## src/rtl/act_mem_loader_pkg.sv

```systemverilog
// Shared definitions for the activation/weight memory loaders: FSM encoding and local port index.
package act_mem_loader_pkg;

  typedef enum logic [2:0] {
    S_IDLE,
    S_ASSIGN,
    S_SETTLE,
    S_WRITE,
    S_DRAIN,
    S_UNASSIGN,
    S_DONE
  } state_t;

  // The host-side port sits just past the kernel ports.
  function automatic int local_port(input int num_kernels);
    return num_kernels;
  endfunction

endpackage

```

## src/rtl/act_mem_loader.sv

```systemverilog
// Host-side loader: assigns the local port to an activation memory, streams a burst into it, unassigns.
module act_mem_loader
  import act_mem_loader_pkg::*;
#(
  parameter int GROUP_SIZE           = 4,
  parameter int DATA_WIDTH           = 8,
  parameter int NUM_KERNELS          = 2,
  parameter int LOG_NUM_KERNELS      = 1,
  parameter int LOG_NUM_ACT_MEMORIES = 1,
  parameter int LOG_MAX_ADDRESS      = 10
) (
  input  logic                                 clk,
  input  logic                                 rst,
  input  logic                                 start,
  input  logic [LOG_NUM_ACT_MEMORIES-1:0]      mem_id,
  input  logic [LOG_MAX_ADDRESS-1:0]           base_addr,
  input  logic [LOG_MAX_ADDRESS:0]             num_words,
  input  logic [GROUP_SIZE*DATA_WIDTH-1:0]     s_data,
  input  logic                                 s_valid,
  output logic                                 s_ready,
  output logic                                 busy,
  output logic                                 done,
  output logic                                 cmd_act_assign,
  output logic                                 cmd_act_unassign,
  output logic [LOG_NUM_KERNELS:0]             cmd_act_read_port,
  output logic [LOG_NUM_KERNELS:0]             cmd_act_write_port,
  output logic [LOG_NUM_ACT_MEMORIES-1:0]      cmd_act_memory,
  output logic                                 act_write,
  output logic [LOG_MAX_ADDRESS-1:0]           act_write_addr,
  output logic [GROUP_SIZE*DATA_WIDTH-1:0]     act_write_data
);

  localparam int CW = LOG_MAX_ADDRESS + 1;
  localparam int PW = LOG_NUM_KERNELS + 1;
  localparam logic [PW-1:0] PORT = PW'(local_port(NUM_KERNELS));

  state_t                            state, state_n;
  logic [LOG_NUM_ACT_MEMORIES-1:0]   mem_q, mem_n;
  logic [LOG_MAX_ADDRESS-1:0]        base_q, base_n;
  logic [CW-1:0]                     num_q, num_n, cnt_q, cnt_n;
  logic                              beat, cmd_n;

  assign beat  = (state == S_WRITE) && s_valid && s_ready;
  assign cmd_n = (state_n == S_ASSIGN) || (state_n == S_UNASSIGN);

  always_ff @(posedge clk or posedge rst) begin
    if (rst) begin
      state  <= S_IDLE;
      mem_q  <= '0;
      base_q <= '0;
      num_q  <= '0;
      cnt_q  <= '0;
    end else begin
      state  <= state_n;
      mem_q  <= mem_n;
      base_q <= base_n;
      num_q  <= num_n;
      cnt_q  <= cnt_n;
    end
  end

  always_comb begin
    state_n = state;
    mem_n   = mem_q;
    base_n  = base_q;
    num_n   = num_q;
    cnt_n   = beat ? cnt_q + 1'b1 : cnt_q;
    case (state)
      S_IDLE: if (start) begin
        mem_n   = mem_id;
        base_n  = base_addr;
        num_n   = num_words;
        cnt_n   = '0;
        // Empty bursts skip the memory commands but still show busy for one cycle.
        state_n = (num_words == '0) ? S_DRAIN : S_ASSIGN;
      end
      S_ASSIGN:   state_n = S_SETTLE;
      S_SETTLE:   state_n = S_WRITE;
      // Stay one cycle past the last beat so its write lands before DRAIN.
      S_WRITE:    if (cnt_q == num_q) state_n = S_DRAIN;
      S_DRAIN:    state_n = (num_q == '0) ? S_DONE : S_UNASSIGN;
      S_UNASSIGN: state_n = S_DONE;
      S_DONE:     state_n = S_IDLE;
      default:    state_n = S_IDLE;
    endcase
  end

  // Outputs are decoded from next-state values so every port is a flop.
  always_ff @(posedge clk or posedge rst) begin
    if (rst) begin
      s_ready            <= 1'b0;
      busy               <= 1'b0;
      done               <= 1'b0;
      cmd_act_assign     <= 1'b0;
      cmd_act_unassign   <= 1'b0;
      cmd_act_read_port  <= '0;
      cmd_act_write_port <= '0;
      cmd_act_memory     <= '0;
      act_write          <= 1'b0;
      act_write_addr     <= '0;
      act_write_data     <= '0;
    end else begin
      s_ready            <= (state_n == S_WRITE) && (cnt_n < num_n);
      busy               <= (state_n != S_IDLE) && (state_n != S_DONE);
      done               <= (state_n == S_DONE);
      cmd_act_assign     <= (state_n == S_ASSIGN);
      cmd_act_unassign   <= (state_n == S_UNASSIGN);
      cmd_act_read_port  <= cmd_n ? PORT : '0;
      cmd_act_write_port <= cmd_n ? PORT : '0;
      cmd_act_memory     <= cmd_n ? mem_n : '0;
      act_write          <= beat;
      if (beat) begin
        act_write_addr <= base_q + cnt_q[LOG_MAX_ADDRESS-1:0];
        act_write_data <= s_data;
      end
    end
  end

endmodule
```

## config.mk

```make
export PLATFORM = sky130hd
export DESIGN_NAME = act_mem_loader
export DESIGN_NICKNAME = d
export VERILOG_FILES = /design/src/rtl/act_mem_loader_pkg.sv /design/src/rtl/act_mem_loader.sv
export SDC_FILE = /design/constraint.sdc
export NUM_CORES = 1
export LEC_CHECK = 0
export ABC_AREA = 1
export CAP_MARGIN = 10
export CORE_ASPECT_RATIO = 1.75
export CORE_MARGIN = 3
export CORE_UTILIZATION = 30
export CTS_CLUSTER_DIAMETER = 150
export CTS_CLUSTER_SIZE = 20
export DETAILED_ROUTE_END_ITERATION = 7
export GPL_TIMING_DRIVEN = 0
export PLACE_DENSITY = 0.62
export SLEW_MARGIN = 40
export SYNTH_ARGS = -nofsm -noshare
export SYNTH_HDL_FRONTEND = slang
export SYNTH_SLANG_ARGS = --single-unit
```

## constraint.sdc

```tcl
create_clock -name clk -period 3.1 [get_ports clk]
set_input_delay 0.62 -clock clk [delete_from_list [all_inputs] [get_ports clk]]
set_output_delay 0.62 -clock clk [all_outputs]
set_load 0.02 [all_outputs]
```

; After elaboration in Yosys (flattened, before gate mapping)
; Cells that the tools add are included.
[classes]
n_lt_le_gt_ge = 1
add_sub_neg = 2
n_mux = 14
eq_ne = 11
n_reduce_logical = 10
[op_table]
columns = cell, count
row1 = $mux 11, 5
row2 = $logic_not 11->1, 2
row3 = $pmux 3 s6, 1
row4 = $eq 3x3->1 const B, 4
row5 = $add 11x1->11 const B, 1
row6 = $eq 11x11->1, 1
row7 = $lt 11x11->1, 1
row8 = $add 10x10->10, 1
row9 = $eq 3x2->1 const B, 3
row10 = $mux 3, 3
row11 = $eq 3x1->1 const B, 2
row12 = $logic_and 1x1->1, 4
row13 = $mux 2, 2
row14 = $logic_not 3->1, 1
row15 = $mux 1, 3
row16 = $ne 3x3->1 const B, 1
row17 = $reduce_bool 3->1, 1
row18 = $reduce_and 2->1, 1
row19 = $logic_or 1x1->1, 1
[word_totals]
ff_bits = 87
elab_cells = 53
input_bits = 58
out_inout_bits = 53

; Depth between registers and ports, before layout
[depth]
word_depth = 8
depth_mapped = 16
ltp_nobuf = 15

; Worst setup path before layout
; No wires, ideal clock.
[synth_timing]
kind = input to register
from = in start
to = reg s_ready
setup_time_ps = 119
required_ps = 2981
path_slack_ps = 1006
t_arrival_ps = 1976
cell_stages = 14
n_path_buf = 1
cell_sequence = nand2_1 > nor2_8 > inv_2 > buf_2 > nand2_1 > o21ai_1 > ha_1 > nand2_1 > inv_1 > nand3_1 > nor3_1 > nand2_1 > nand2_1 > nor2_2
[synth_between]
elab_chain_len = 4
elab_cells_between_ends = 9
classes_between = order compare (1) / eq/ne (1) / mux (6) / reduce/logical (1)
[synth_lines]
columns = element, line
row1 = from (decl), act_mem_loader.sv:14  ; input logic start,
row2 = $mux 11 or $mux 3 (tied branches), act_mem_loader.sv:69  ; S_IDLE: if (start) begin
row3 = $mux 11 or $pmux 3 s6 (tied branches), act_mem_loader.sv:68  ; case (state)
row4 = $lt 11x11->1 or $eq 3x2->1 (tied branches), act_mem_loader.sv:103  ; s_ready <= (state_n == S_WRITE) && (cnt_n < num_n);
row5 = $logic_and 1x1->1 (*), act_mem_loader.sv:103
row6 = to (signal assigned), act_mem_loader.sv:103
row7 = to (decl), act_mem_loader.sv:20  ; output logic s_ready,
; Mark *: on every way between the ends. The rest lies on a longest branch, timed or not.
; A chain may end at the register's enable or synchronous reset.

; Worst setup path after layout
[layout_timing]
from = in s_valid
to = reg s_ready
[layout_between]
elab_chain_len = 7
[layout_lines]
columns = element, line
row1 = from (decl), act_mem_loader.sv:19  ; input logic s_valid,
row2 = $logic_and 1x1->1 (*) (2 in series), act_mem_loader.sv:43  ; assign beat = (state == S_WRITE) && s_valid && s_ready;
row3 = $mux 11 (*), act_mem_loader.sv:67  ; cnt_n = beat ? cnt_q + 1'b1 : cnt_q;
row4 = $mux 11, act_mem_loader.sv:69
row5 = $mux 11 (*), act_mem_loader.sv:68
row6 = net cnt_n[6], act_mem_loader.sv:40  ; logic [CW-1:0] num_q, num_n, cnt_q, cnt_n;
row7 = $lt 11x11->1 (*), act_mem_loader.sv:103
row8 = $logic_and 1x1->1 (*), act_mem_loader.sv:103
; The timed path passes the listed nets; every way through them passes the cells marked *.

==> results.json <==
{
  "clkLatencyLatePin_ps": 330,
  "p_seq_share_pct": 32.6,
  "io_buffers": 108,
  "ys.flop_type": "dfrtp_1",
  "grt_max_degree": 61,
  "syn_avg_cell_area_sq_um": 7.76,
  "die_y_um": 166,
  "synth_cells": 565,
  "p_int_w": 0.00341,
  "post_drt_wl_per_cell_um": 14.0,
  "layout_common_cells": "nand2_1, clkdlybuf4s50_1, dfrtp_1",
  "power_density_nw_per_um2": 951,
  "ys_seq_elements": 86,
  "cts_resized": 0,
  "hold_viol": 0,
  "rows": 57,
  "p_sw_share_pct": 40.7,
  "final_common_cell": "nand2_1",
  "final_cells": 868,
  "post-cts-setup-buffers": 0,
  "setup_viol": 0,
  "fin_crit_sh_pct": 92.9,
  "yosys_warnings": 0,
  "crit_fanout": 10,
  "place_congestion": 0.900,
  "area_growth_pct": 37.7,
  "die_w_um": 97.4,
  "place_hpwl_um": 9770,
  "drive_above_1_share_pct": 6.08,
  "drt_wl_total_um": 12200,
  "synth_area_sq_um": 4380,
  "design_area_sq_um": 6040,
  "yosysUniqueCellTypes": 32,
  "crit_arrival_ps": 3140,
  "grt_usage_pct": 15.3,
  "core-area_sq_um": 14100,
  "regToRegSetupSlack_ps": 480,
  "num_antenna_cells": 0,
  "ant_nets": 0,
  "antenna_found_initial": 0,
  "io_pins": 111,
  "h-tree-depth": 3,
  "clockPowerShare_pct": 19.7,
  "yosysSeqAreaShare_pct": 49.1,
  "maxCapViolCount": 0,
  "multi_input_area_sq_um": 1890,
  "cts_buffer_depth": 2,
  "clk_pin_slew_ps": 60,
  "dp_cells": 852,
  "skew_ps": 9.47,
  "firstDrtPassIters": 4,
  "dieArea_sq_um": 16200,
  "cts_root_buf": "clkbuf_16",
  "leakage_nw": 3.05,
  "fin_nets": 765,
  "grt_pass1_wl_um": 19800,
  "ff_latch_area_sq_um": 2150,
  "cp_common_cell": "a21oi_1",
  "fmax_mhz": 347,
  "initial_core_util_pct": 31.0,
  "cts_tree": "done",
  "drc": 0,
  "post_drt_via_cell_ratio": 4.57,
  "start_kind": "input pin",
  "async_flop_share_pct": 100,
  "rsz0062_at_grt": "false",
  "vdd_drop_max_v": 0.000362,
  "cts.sinks": 86,
  "hold_path_class": "flip-flop to flip-flop",
  "grt-ovfl-total": 0,
  "cts_buffers": 9,
  "finalMaxSlewViolations": 0,
  "post_dp_cell_area_sq_um": 5720,
  "setup_tns_ps": 0,
  "drt_iter0_drc": 176,
  "cp_slowest_stage_delay_ps": 450,
  "cts_hold_buf": 0,
  "critPathRequiredTime_ps": 3370,
  "fillers": 1424,
  "crit_type": "input pin to flip-flop",
  "power_frac_comb_pct": 47.6,
  "status": "finished, final reports clean",
  "grt_pass1_vias": 4048,
  "fin_crit_ps": 2880,
  "endpoint_kind": "flip-flop",
  "crit_buf_inv": 2,
  "critical-path-top-delay-family": "simple AND/OR/NAND/NOR gates",
  "p_switching_w": 0.00234,
  "crit_chain": "clkdlybuf4s50_1, nand2_1, nor2_1, buf_2, a21oi_1, nor2_1, ha_1, a21oi_1, o21ai_0, a21oi_1, nand2_1, nor2_2",
  "cp_slowest_cell": "clkdlybuf4s50_1",
  "vias": 3963,
  "synth_edf_count": 0
}
worst paths after layout:
kind	start	end	cells past startpoint
setup / recovery	s_valid	s_ready$_DFF_PP0_	12
hold / removal	act_write_data[22]$_DFFE_PP0N_	act_write_data[22]$_DFFE_PP0N_	2
setup reg to reg	state[2]$_DFF_PP0_	s_ready$_DFF_PP0_	12
hold reg to reg	act_write_data[22]$_DFFE_PP0N_	act_write_data[22]$_DFFE_PP0N_	2
max in group asynchronous	rst	act_write_addr[6]$_DFFE_PP0N_	3
min in group asynchronous	rst	act_write_data[10]$_DFFE_PP0N_	2
worst reg2reg max path, stage by stage (launching register included):
cell     delay (ps)
dfrtp_1         410
inv_2            90
nand3_1          80
nor2_1          330
buf_2           340
a21oi_1         120
nor2_1          240
ha_1            290
a21oi_1         150
o21ai_0         150
a21oi_1         160
nand2_1         110
nor2_2          100
area by class of cell:
class	count	share of cell area, %
sequential	86	35.6
multi-input combinational	397	31.2
timing repair buffer	109	18.4
inverter	65	4.12
clock buffer	10	3.79
tap	177	3.67
buffer	18	1.74
clock inverter	6	1.43
layer usage:
| metal | global-route usage (%) | share of wire [%] |
|---|---|---|
| met5 | 0 | 0 |
| met4 | 8.32 | 4.5 |
| met3 | 2.48 | 4.1 |
| met2 | 29.7 | 56 |
| met1 | 14.9 | 35 |
sequential cells by signal, summed over array words and instances (netlist names):
name                count
cnt_q                  11
done                    1
act_write_data         32
s_ready                 1
cmd_act_unassign        1
act_write_addr         10
act_write               1
cmd_act_write_port      1
busy                    1
cmd_act_memory          1
num_q                  11
mem_q                   1
state                   3
base_q                 10
cmd_act_assign          1
stage by stage:
stage                     hold WS (ps)  power, W  utilization, %  setup WS (ps)
final                              468   0.00574            42.8            221
after floorplan                    448   0.00352               -            258
after global routing               491   0.00620            42.8           25.1
after global placement             453   0.00457            40.3          -1120
after detailed placement           460   0.00465            40.5           -175
after CTS                          472   0.00581            42.8            195
cells in the mapped netlist, types with 4 or more instances:
| cell type | count | area, sq um |
|---|---|---|
| buf_2 | 12 | 60.1 |
| nand3_1 | 24 | 120 |
| a31oi_1 | 4 | 25.0 |
| nand2_1 | 242 | 908 |
| a21oi_1 | 17 | 85.1 |
| dfrtp_1 | 86 | 2150 |
| nor3_1 | 8 | 40.0 |
| inv_1 | 62 | 233 |
| nor2_1 | 28 | 105 |
| o21ai_1 | 12 | 60.1 |
| o21ai_0 | 16 | 80.1 |
| ha_1 | 20 | 250 |
| xor2_1 | 5 | 43.8 |
| nand4_1 | 5 | 31.3 |
cells by family (layout without fill, tap and decap cells):
family	Yosys count	count (layout)	share of synthesized area (%)
other	1	2	0.0855
AND/OR/NAND/NOR	314	314	28.9
buffers and inverters	83	208	7.96
flip-flops	86	86	49.1
XOR/XNOR	7	7	1.40
adder cells (fa/ha/maj)	21	21	6.16
AO/OA/AOI/OAI	53	53	6.42
power groups by stage:
stage | logic [W] | registers [W] | clock network [W]
after floorplan | 0.00133 | 0.00218 | 0
after global placement | 0.00270 | 0.00188 | 0
after detailed placement | 0.00276 | 0.00190 | 0
after CTS | 0.00276 | 0.00188 | 0.00117
after global routing | 0.00305 | 0.00194 | 0.00120
final | 0.00274 | 0.00188 | 0.00113
No activity file was read; power rests on OpenSTA's default activity.
